File: src/rtl/two_channel_mux_arbiter.sv
// Round-robin two-channel arbiter with bounded bursts and a registered output stage.
// Optional per-channel saturating grant counters under GRANT_COUNT_EN.
module two_channel_mux_arbiter #(
    parameter int WIDTH     = 4,
    parameter int BURST_LEN = 2,
    parameter int CNT_WIDTH = 8
) (
    input  logic             Clock,
    input  logic             Reset,
    input  logic [WIDTH-1:0] In_0,
    input  logic             Valid_0,
    output logic             Ready_0,
    input  logic [WIDTH-1:0] In_1,
    input  logic             Valid_1,
    output logic             Ready_1,
    output logic             Select,
    output logic [WIDTH-1:0] Out,
    output logic             Out_Valid,
    input  logic             Out_Ready
`ifdef GRANT_COUNT_EN
    ,
    output logic [CNT_WIDTH-1:0] Grant_Count_0,
    output logic [CNT_WIDTH-1:0] Grant_Count_1
`endif
);

    typedef enum logic [1:0] {IDLE, OWN0, OWN1} state_t;

    localparam int BW = $clog2(BURST_LEN + 1);
    localparam logic [BW-1:0] BMAX = BW'(BURST_LEN);

    state_t         state, state_nx;
    logic [BW-1:0]  burst, burst_nx, burst_inc;
    logic           last;
    logic           take;
    logic           xfer_0, xfer_1;

    assign take      = !Out_Valid || Out_Ready;
    assign Ready_0   = (state == OWN0) && take;
    assign Ready_1   = (state == OWN1) && take;
    assign xfer_0    = Valid_0 && Ready_0;
    assign xfer_1    = Valid_1 && Ready_1;
    assign Select    = (state == OWN1);
    assign burst_inc = (burst == BMAX) ? BMAX : burst + 1'b1;

    always_comb begin
        state_nx = state;
        burst_nx = burst;
        unique case (state)
            IDLE: begin
                burst_nx = '0;
                if (Valid_0 && Valid_1)
                    state_nx = last ? OWN0 : OWN1;
                else if (Valid_0)
                    state_nx = OWN0;
                else if (Valid_1)
                    state_nx = OWN1;
            end
            OWN0: begin
                if (!Valid_0) begin
                    state_nx = Valid_1 ? OWN1 : IDLE;
                    burst_nx = '0;
                end else if (xfer_0) begin
                    if (burst_inc == BMAX && Valid_1) begin
                        state_nx = OWN1;
                        burst_nx = '0;
                    end else begin
                        burst_nx = burst_inc;
                    end
                end
            end
            OWN1: begin
                if (!Valid_1) begin
                    state_nx = Valid_0 ? OWN0 : IDLE;
                    burst_nx = '0;
                end else if (xfer_1) begin
                    if (burst_inc == BMAX && Valid_0) begin
                        state_nx = OWN0;
                        burst_nx = '0;
                    end else begin
                        burst_nx = burst_inc;
                    end
                end
            end
            default: begin
                state_nx = IDLE;
                burst_nx = '0;
            end
        endcase
    end

    always_ff @(posedge Clock) begin
        if (Reset) begin
            state     <= IDLE;
            burst     <= '0;
            last      <= 1'b1;
            Out       <= '0;
            Out_Valid <= 1'b0;
        end else begin
            state <= state_nx;
            burst <= burst_nx;
            if (xfer_0 || xfer_1) begin
                Out       <= Select ? In_1 : In_0;
                Out_Valid <= 1'b1;
                last      <= xfer_1;
            end else if (Out_Ready) begin
                Out_Valid <= 1'b0;
            end
        end
    end

`ifdef GRANT_COUNT_EN
    always_ff @(posedge Clock) begin
        if (Reset) begin
            Grant_Count_0 <= '0;
            Grant_Count_1 <= '0;
        end else begin
            if (xfer_0 && Grant_Count_0 != '1)
                Grant_Count_0 <= Grant_Count_0 + 1'b1;
            if (xfer_1 && Grant_Count_1 != '1)
                Grant_Count_1 <= Grant_Count_1 + 1'b1;
        end
    end
`else
    logic [CNT_WIDTH-1:0] unused_cnt;
    assign unused_cnt = '0;
`endif

endmodule

File: config.mk
export PLATFORM = sky130hd
export DESIGN_NAME = two_channel_mux_arbiter
export DESIGN_NICKNAME = d
export VERILOG_FILES = /design/src/rtl/two_channel_mux_arbiter.sv
export SDC_FILE = /design/constraint.sdc
export NUM_CORES = 1
export LEC_CHECK = 0
export CORE_UTILIZATION = 30
export CTS_BUF_LIST = sky130_fd_sc_hd__clkbuf_8
export CTS_CLUSTER_SIZE = 10
export DETAILED_ROUTE_END_ITERATION = 7
export PLACE_DENSITY = 0.54
export SLEW_MARGIN = 40
export SYNTH_ARGS = -nofsm -noshare
export SYNTH_HDL_FRONTEND = slang
export SYNTH_SLANG_ARGS = --single-unit
File: constraint.sdc
create_clock -name Clock -period 4.35 [get_ports Clock]
set_input_delay 0.87 -clock Clock [delete_from_list [all_inputs] [get_ports Clock]]
set_output_delay 0.87 -clock Clock [all_outputs]
set_load 0.1 [all_outputs]
==> results.toml, run 1 <==
[outcome]
status = "complete, no violations"

[logic_synthesis]
synth_nets = 99
yosysWarnings = 0
synth_area_per_cell_um2 = 8.54
synth_area_um2 = 674
syn_inst = 79
seq_area_frac_synth_pct = 29.7
ys_types = 27
ys_ff_latch = 10

[global_routing]
grt_usage_pct = 14.0
grt_pass1_vias = 581
antenna_found_initial = 0
grt_pass1_wl_mm = 2.61
grt_start_max_net_pins = 13
grt-ovfl-total = 0

[place]
place.gp.congestion = 0.804
hpwl_mm = 1.12
portBuffers = 20
pre_cts_ws_ns = 1.55

[critical_path]
cpPeakStageDelay_ns = 0.48
crit_buf_inv = 2
end_kind = "output pin"
path_delay_family = "buffers and inverters"
critPathLaunchType = "input port"
crit_chain = "clkdlybuf4s50_1, nand2b_2, and2_1, buf_4"
worstPathMaxFanout = 6
slowest_stage = "clkdlybuf4s50_1"
cp.required_ns = 3.48
crit_type = "input port to output pin"
critical_path_arrival_ns = 1.93

[final_layout]
syn_to_final_growth_pct = 35.3
diodes = 0
fin_nets = 121
drive_gt1_share_pct = 16.0
seq_area_um2 = 200
multi_input_area_um2 = 439
num-fill-cells = 214

[power]
max-vdd-ir-drop_uv = 358
netSwitchingFraction_pct = 54.4
powerDensity_nw_per_um2 = 754
intPower_uw = 313
power.switching_uw = 374
p_clk_share_pct = 17.4
p_comb_share_pct = 62.4
p_seq_share_pct = 20.2
p_leak_uw = 0.000354

[sta]
max_clock_freq_ghz = 0.357
tns_ns = 0
slew_headroom_pct = 67.8
drv_slew = 0
finalSetupViolations = 0
fin_skew_ns = 0.00142
period_needed_ns = 2.80
rsz0062_at_grt = "no"
tightest_slew_ns = 0.486
fin_crit_sh_pct = 64.4
whs_ns = 0.477
setup_ws_ns = 1.55
hold_viol = 0

[clocking]
root_buffer = "clkbuf_8"
clkSinkCount = 10
cts_setup_buffers = 0
clk_latency_ns = 0.24
cts_resized = 0
cts_tree = "built"
htree_levels = 1
clockBufferDepth = 2
postCtsHoldBufs = 0
cts_buffers = 3
cts.reportedPaths.clkPinSlew_ns = 0.05

[hold_path]
hp-class = "flop to flop"

[die]
start_util_pct = 33.0
coreArea_um2 = 2040
dieArea_um2 = 2440
die_height_um = 49.4
row_count = 16
die_w_um = 49.4
io_pins = 21

[detailed_routing]
num_vias = 604
viasPerCell = 4.76
drt_iter0_drc = 4
drc = 0
dr.pass1.iters = 4
wl_per_cell_um = 11.6
wirelength_mm = 1.47
ant_nets = 0

[job]
cap_viol_max_count = 0
[path summary, 6_finish.rpt]
check            start        to  depth (start not counted)  slack [ns]
max          Out_Ready   Ready_1                          4        1.55
min           burst[0]  burst[0]                          2        0.48
max reg2reg   state[0]  burst[0]                          5        2.43
min reg2reg   burst[0]  burst[0]                          2        0.48
[through the flow]
stage	utilization, %	total power (uW)	std cells	cell area [um2]
6_report	44.7	688	127	912
5_1_grt	44.7	732	127	912
4_1_cts	44.7	695	127	912
3_5_place_dp	42.0	571	123	857
3_3_place_gp	43.4	588	123	887
2_1_floorplan	-	499	79	674
[final cells by class]
class                      count  share of cell area, %
clock buffer                   4                   6.04
inverter                       5                   2.06
multi-input combinational     61                   48.1
sequential                    10                   21.9
tap                           27                   3.70
timing repair buffer          20                   18.1
[power groups by stage]
stage	combinational, uW	clock [uW]	sequential (uW)
final	429	120	139
after global routing	458	129	145
after CTS	432	124	139
after detailed placement	430	0	140
after global placement	449	0	139
after floorplan	251	0	248
[layout by cell type (no fill, tap or decap), drive strengths merged]
cell / count
nand3b: 1
dfxtp: 10
nor2b: 2
inv: 5
nor4: 1
clkbuf: 4
a31oi: 2
buf: 8
ha: 7
nand2: 8
o21ai: 5
nand2b: 5
a32oi: 1
nor2: 5
a2111o: 1
or4: 1
a211oi: 5
and2: 2
clkdlybuf4s50: 12
mux2i: 6
or4b: 1
a311o: 1
a21oi: 7
[cells by family (layout without fill, tap and decap cells)]
group	after synthesis	count (layout)	share of synthesized area, %
compound gates	22	22	21.3
simple gates	26	26	21.9
flops	10	10	29.7
mux	6	6	8.91
fa+ha+maj	7	7	13.0
buf+inv	8	29	5.19
[tightest hold or removal path: stages, from the launching register on]
cell and delay [ns]:
dfxtp_1 0.30, o21ai_0 0.06, a21oi_1 0.06
[metal layers]
layer	GRT usage, %	wire (um)
met1	18.0	718
met2	22.4	672
met3	3.12	60
met4	5.71	17
met5	0	0
[synthesized netlist by cell type]
cell,n,area share [%]
a21oi_1,6,4.5
nand2b_2,1,1.3
clkbuf_1,1,0.56
nor2b_1,2,1.9
o21ai_0,4,3.0
and2_1,2,1.9
a21oi_2,1,1.3
nand3b_1,1,1.1
nor2_1,5,2.8
or4b_1,1,1.5
nand2_1,7,3.9
buf_4,1,1.1
mux2i_1,6,8.9
a32oi_1,1,1.3
ha_1,7,13
dfxtp_1,10,30
or4_1,1,1.1
a211oi_1,5,5.6
a311o_1,1,1.5
nor4_2,1,1.9
inv_1,5,2.8
nand2b_1,4,3.7
a2111o_1,1,1.7
buf_2,1,0.74
nand2_2,1,0.93
o21ai_1,1,0.74
a31oi_1,2,1.9
[state kept, by name, indices dropped and copies added, names as in the netlist]
register   flops
Out            4
burst          2
state          2
Out_Valid      1
last           1
(Power assumes the default switching activity.)
==> run 2, diff against run 1 <==
- clock period: 4.35 -> 2.7 ns (I/O delays scaled with it)
==> run 2 against run 1 <==
  * Register-to-register slack got worse by 1.5 ns
  * Critical path type unchanged
  * Largest cell class unchanged
  * Critical endpoint is now Ready_0
  * Global-route usage fell by 0.77 points
  * Wire length is 0.48% higher
  * Highest routed layer is now met3
==> results.toml, run 2 (synthesis results as in run 1) <==
[global_routing]
grt-ovfl-total = 0
grt_usage_pct = 13.2
grt_pass1_wl_mm = 2.46
grt_start_max_net_pins = 13
antenna_found_initial = 0
grt_pass1_vias = 562

[place]
pre_cts_ws_ns = 0.573
hpwl_mm = 1.12
placed_cells = 123
portBuffers = 20
place.gp.congestion = 0.760

[detailed_routing]
dr.pass1.iters = 4
drc = 0
viasPerCell = 4.91
drt_iter0_drc = 9
num_vias = 623
ant_nets = 0
wl_per_cell_um = 11.6
wirelength_mm = 1.48

[sta]
drv_slew = 0
rsz0062_at_grt = "no"
period_needed_ns = 2.10
fin_skew_ns = 0.00266
slew_headroom_pct = 70.7
tns_ns = 0
tightest_slew_ns = 0.437
fin_crit_sh_pct = 77.6
hold_viol = 0
max_clock_freq_ghz = 0.477
finalSetupViolations = 0
setup_ws_ns = 0.605

[power]
power.switching_uw = 610
p_leak_uw = 0.000360
powerDensity_nw_per_um2 = 1220
p_seq_share_pct = 19.2
netSwitchingFraction_pct = 52.3
finalPower_uw = 1170
max-vdd-ir-drop_uv = 685
p_comb_share_pct = 64.6
intPower_uw = 556
p_clk_share_pct = 16.2

[critical_path]
rrSetupSlack_ns = 0.97
r2r_cells = 5
crit_type = "input port to output pin"
critical_path_arrival_ns = 1.56
end_kind = "output pin"
worstPathMaxFanout = 6
worstReg2RegEnd = "burst[1]"
worstReg2RegStart = "state[0]"
cp.required_ns = 2.16
critPathLaunchType = "input port"

[clocking]
cts_setup_buffers = 0
root_buffer = "clkbuf_8"
cts_resized = 0
cts.reportedPaths.clkPinSlew_ns = 0.05
clkSinkCount = 10
clk_latency_ns = 0.24
cts_buffers = 3
cts_tree = "built"
postCtsHoldBufs = 0
clockBufferDepth = 2
htree_levels = 1

[job]
cap_viol_max_count = 0

[final_layout]
diodes = 0
largest_reg_flops = 4
fin_nets = 121
drive_gt1_share_pct = 17.0
final_util_pct = 46.8
syn_to_final_growth_pct = 41.6
largest_register = "Out"
most-common-layout-cells = "clkdlybuf4s50_1 (12), dfxtp_1 (10), nand2_1 (7)"
top_regs = "Out: 4 flops, burst: 2 flops, state: 2 flops"
final_common_cell = "clkdlybuf4s50_1"
fin_cells = 127

[die]
dieArea_um2 = 2440
coreArea_um2 = 2040
row_count = 16
die_height_um = 49.4
start_util_pct = 33.0
io_pins = 21
die_w_um = 49.4

[hold_path]
hold_start = "last"
hold_depth = 2
min_to = "last"
hp-class = "flop to flop"

[outcome]
status = "complete, no violations"
==> run 2: worst max-delay path, stage by stage <==
cell             delay, ns
clkdlybuf4s50_1       0.42
nand2b_2              0.23
and2_1                0.20
buf_12                0.17
==> run 2: area by class of cell <==
class	count	area [um2]
inverters	5	18.8
well taps	27	33.8
repair buffers	20	205
clock buffers	4	55.1
flip-flops and latches	10	200
fillers	214	1090
multi-input cells	61	442
==> run 2: how the worst max path moves through the flow <==
stage	startpoint	slack, ns	end
after floorplan	state[0]	0.18	Ready_1
after global placement	Out_Ready	0.61	Ready_0
after detailed placement	Valid_1	0.57	burst[0]
after CTS	Out_Ready	0.60	Ready_0
after global routing	Out_Ready	0.54	Ready_0
final	Out_Ready	0.60	Ready_0
==> run 2: metal layers <==
| layer | vias up | part of all wire [%] | global-route usage (%) |
|---|---|---|---|
| met1 | 282 | 47 | 16.7 |
| met4 | 0 | 0 | 1.43 |
| li1 | 324 | - | - |
| met3 | 0 | 5.6 | 5.61 |
| met2 | 17 | 48 | 21.5 |
| met5 | - | 0 | 0 |
==> run 2: power groups by stage <==
stage	combinational, uW	clock [uW]	sequential, uW
3_5_place_dp	756	0	228
2_1_floorplan	407	0	400
3_3_place_gp	757	0	227
5_1_grt	799	201	232
4_1_cts	758	194	225
6_report	754	188	224
==> run 2: per-stage QoR <==
stage	hold slack [ns]	instance area (um2)
detailed placement	0.471	900
CTS	0.478	955
global route	0.489	955
finish	0.480	955
global placement	0.465	900
floorplan	0.448	677
==> run 3, diff against run 2 <==
- clock period: 2.7 -> 1.95 ns (I/O delays scaled with it)
==> run 3 against run 2 <==
  * Utilization increased by 1.7 points
  * Setup slack got worse by 0.46 ns
  * Clock skew decreased by 0.0014 ns
  * Power increased by 41%
  * Cell count increased by 1.6%
  * Wire length decreased by 4.1%
  * Register-to-register slack got worse by 0.78 ns
  * Final area increased by 3.5%
  * First-iteration DRC count unchanged
  * Worst hold slack improved by 0.00093 ns
  * Clock power increased by 15%
  * Non-clock buffer count increased by 3
  * Critical path type unchanged
  * Largest cell class unchanged
==> results.toml, run 3 (synthesis results as in run 1) <==
[outcome]
status = "complete, no violations"

[global_routing]
grt.busiest_layer = "met2"
antenna_found_initial = 0
use_met2_pct = 18.9
grt_start_max_net_pins = 12
grt-ovfl-total = 0
grt_pass1_wl_mm = 2.48
met3_usage_pct = 3.74
grt_util_met1_pct = 18.6
grt_usage_pct = 13.3
grt_pass1_vias = 544

[clocking]
cts.reportedPaths.clkPinSlew_ns = 0.05
cts_resized = 0
clkSinkCount = 10
root_buffer = "clkbuf_8"
htree_levels = 1
clk_latency_ns = 0.23
cts_setup_buffers = 0
postCtsHoldBufs = 0
cts_tree = "built"
cts_buffers = 3
clockBufferDepth = 2

[place]
place.gp.congestion = 0.769
portBuffers = 20
pre_cts_ws_ns = -0.0113
hpwl_mm = 1.12

[critical_path]
end_kind = "output pin"
worstPathMaxFanout = 6
cp.required_ns = 1.56
crit_type = "input port to output pin"
r2r_cells = 6
critPathLaunchType = "input port"
critical_path_arrival_ns = 1.42

[detailed_routing]
dr.pass1.iters = 4
drc = 0
wirelength_mm = 1.41
num_vias = 617
drt_iter0_drc = 9
viasPerCell = 4.78
ant_nets = 0
wl_per_cell_um = 11.0

[sta]
max_clock_freq_ghz = 0.553
tightest_slew_ns = 0.349
fin_skew_ns = 0.00126
drv_slew = 0
period_needed_ns = 1.81
hold_viol = 0
setup_ws_ns = 0.142
finalSetupViolations = 0
rsz0062_at_grt = "no"
fin_crit_sh_pct = 92.7
slew_headroom_pct = 76.7

[power]
p_leak_uw = 0.000373
powerDensity_nw_per_um2 = 1660
max-vdd-ir-drop_uv = 804

[hold_path]
hold_depth = 2
hp-class = "flop to flop"

[die]
coreArea_um2 = 2040
die_height_um = 49.4
dieArea_um2 = 2440
io_pins = 21
start_util_pct = 33.0
row_count = 16
die_w_um = 49.4

[job]
cap_viol_max_count = 0

[final_layout]
fin_nets = 124
largest_register = "Out"
largest_reg_flops = 4
top_regs = "Out: 4 flops, burst: 2 flops, state: 2 flops"
most-common-layout-cells = "clkdlybuf4s50_1 (12), dfxtp_1 (10), buf_4 (8)"
syn_to_final_growth_pct = 46.6
diodes = 0
final_util_pct = 48.4
final_common_cell = "clkdlybuf4s50_1"
drive_gt1_share_pct = 20.6
-- run 3: changes by cell type in the layout (fill, tap and decap cells not counted) --
| cell | delta |
|---|---|
| ha_2 | -1 |
| ha_4 | +1 |
| clkbuf_8 | -1 |
| and2_2 | +2 |
| and2_1 | -2 |
| buf_4 | +2 |
| buf_12 | +1 |
-- run 3: final timing paths --
check,from,to,slack [ns]
worst max register to register,state[1],burst[1],0.19
worst max-delay path,Out_Ready,Ready_1,0.14
worst min register to register,burst[0],burst[0],0.48
worst min-delay path,burst[0],burst[0],0.48
-- run 3: critical path: stages --
cell and delay [ns]:
clkdlybuf4s50_1 0.41, nand2b_2 0.22, and2_2 0.22, buf_12 0.16
-- run 3: stage by stage --
| step | total power [uW] | area (um2) | setup TNS (ns) | hold WS, ns | cells |
|---|---|---|---|---|---|
| final | 1640 | 988 | 0 | 0.481 | 129 |
| after floorplan | 1140 | 689 | 0 | 0.448 | 79 |
| after CTS | 1660 | 988 | 0 | 0.486 | 129 |
| after global placement | 1440 | 947 | -0.0177 | 0.472 | 126 |
| after detailed placement | 1440 | 947 | -0.0120 | 0.476 | 126 |
| after global routing | 1740 | 988 | 0 | 0.515 | 129 |
-- run 3: layout make-up --
type,instances,area (um2)
Fill cell,203,1050
Multi-Input combinational cell,61,454
Timing Repair Buffer,23,240
Sequential cell,10,200
Clock buffer,3,41.3
Tap cell,27,33.8
Inverter,5,18.8
-- run 3: power breakdown --
part	switching (uW)	internal (uW)
registers	49.3	265
logic	723	388
clock network	81.5	135
-- run 3: routing by layer --
metal  share of wire [%]  wire length [um]
met5                   0                 0
met4                0.71                10
met3                 4.2                59
met2                  43               612
met1                  52               731
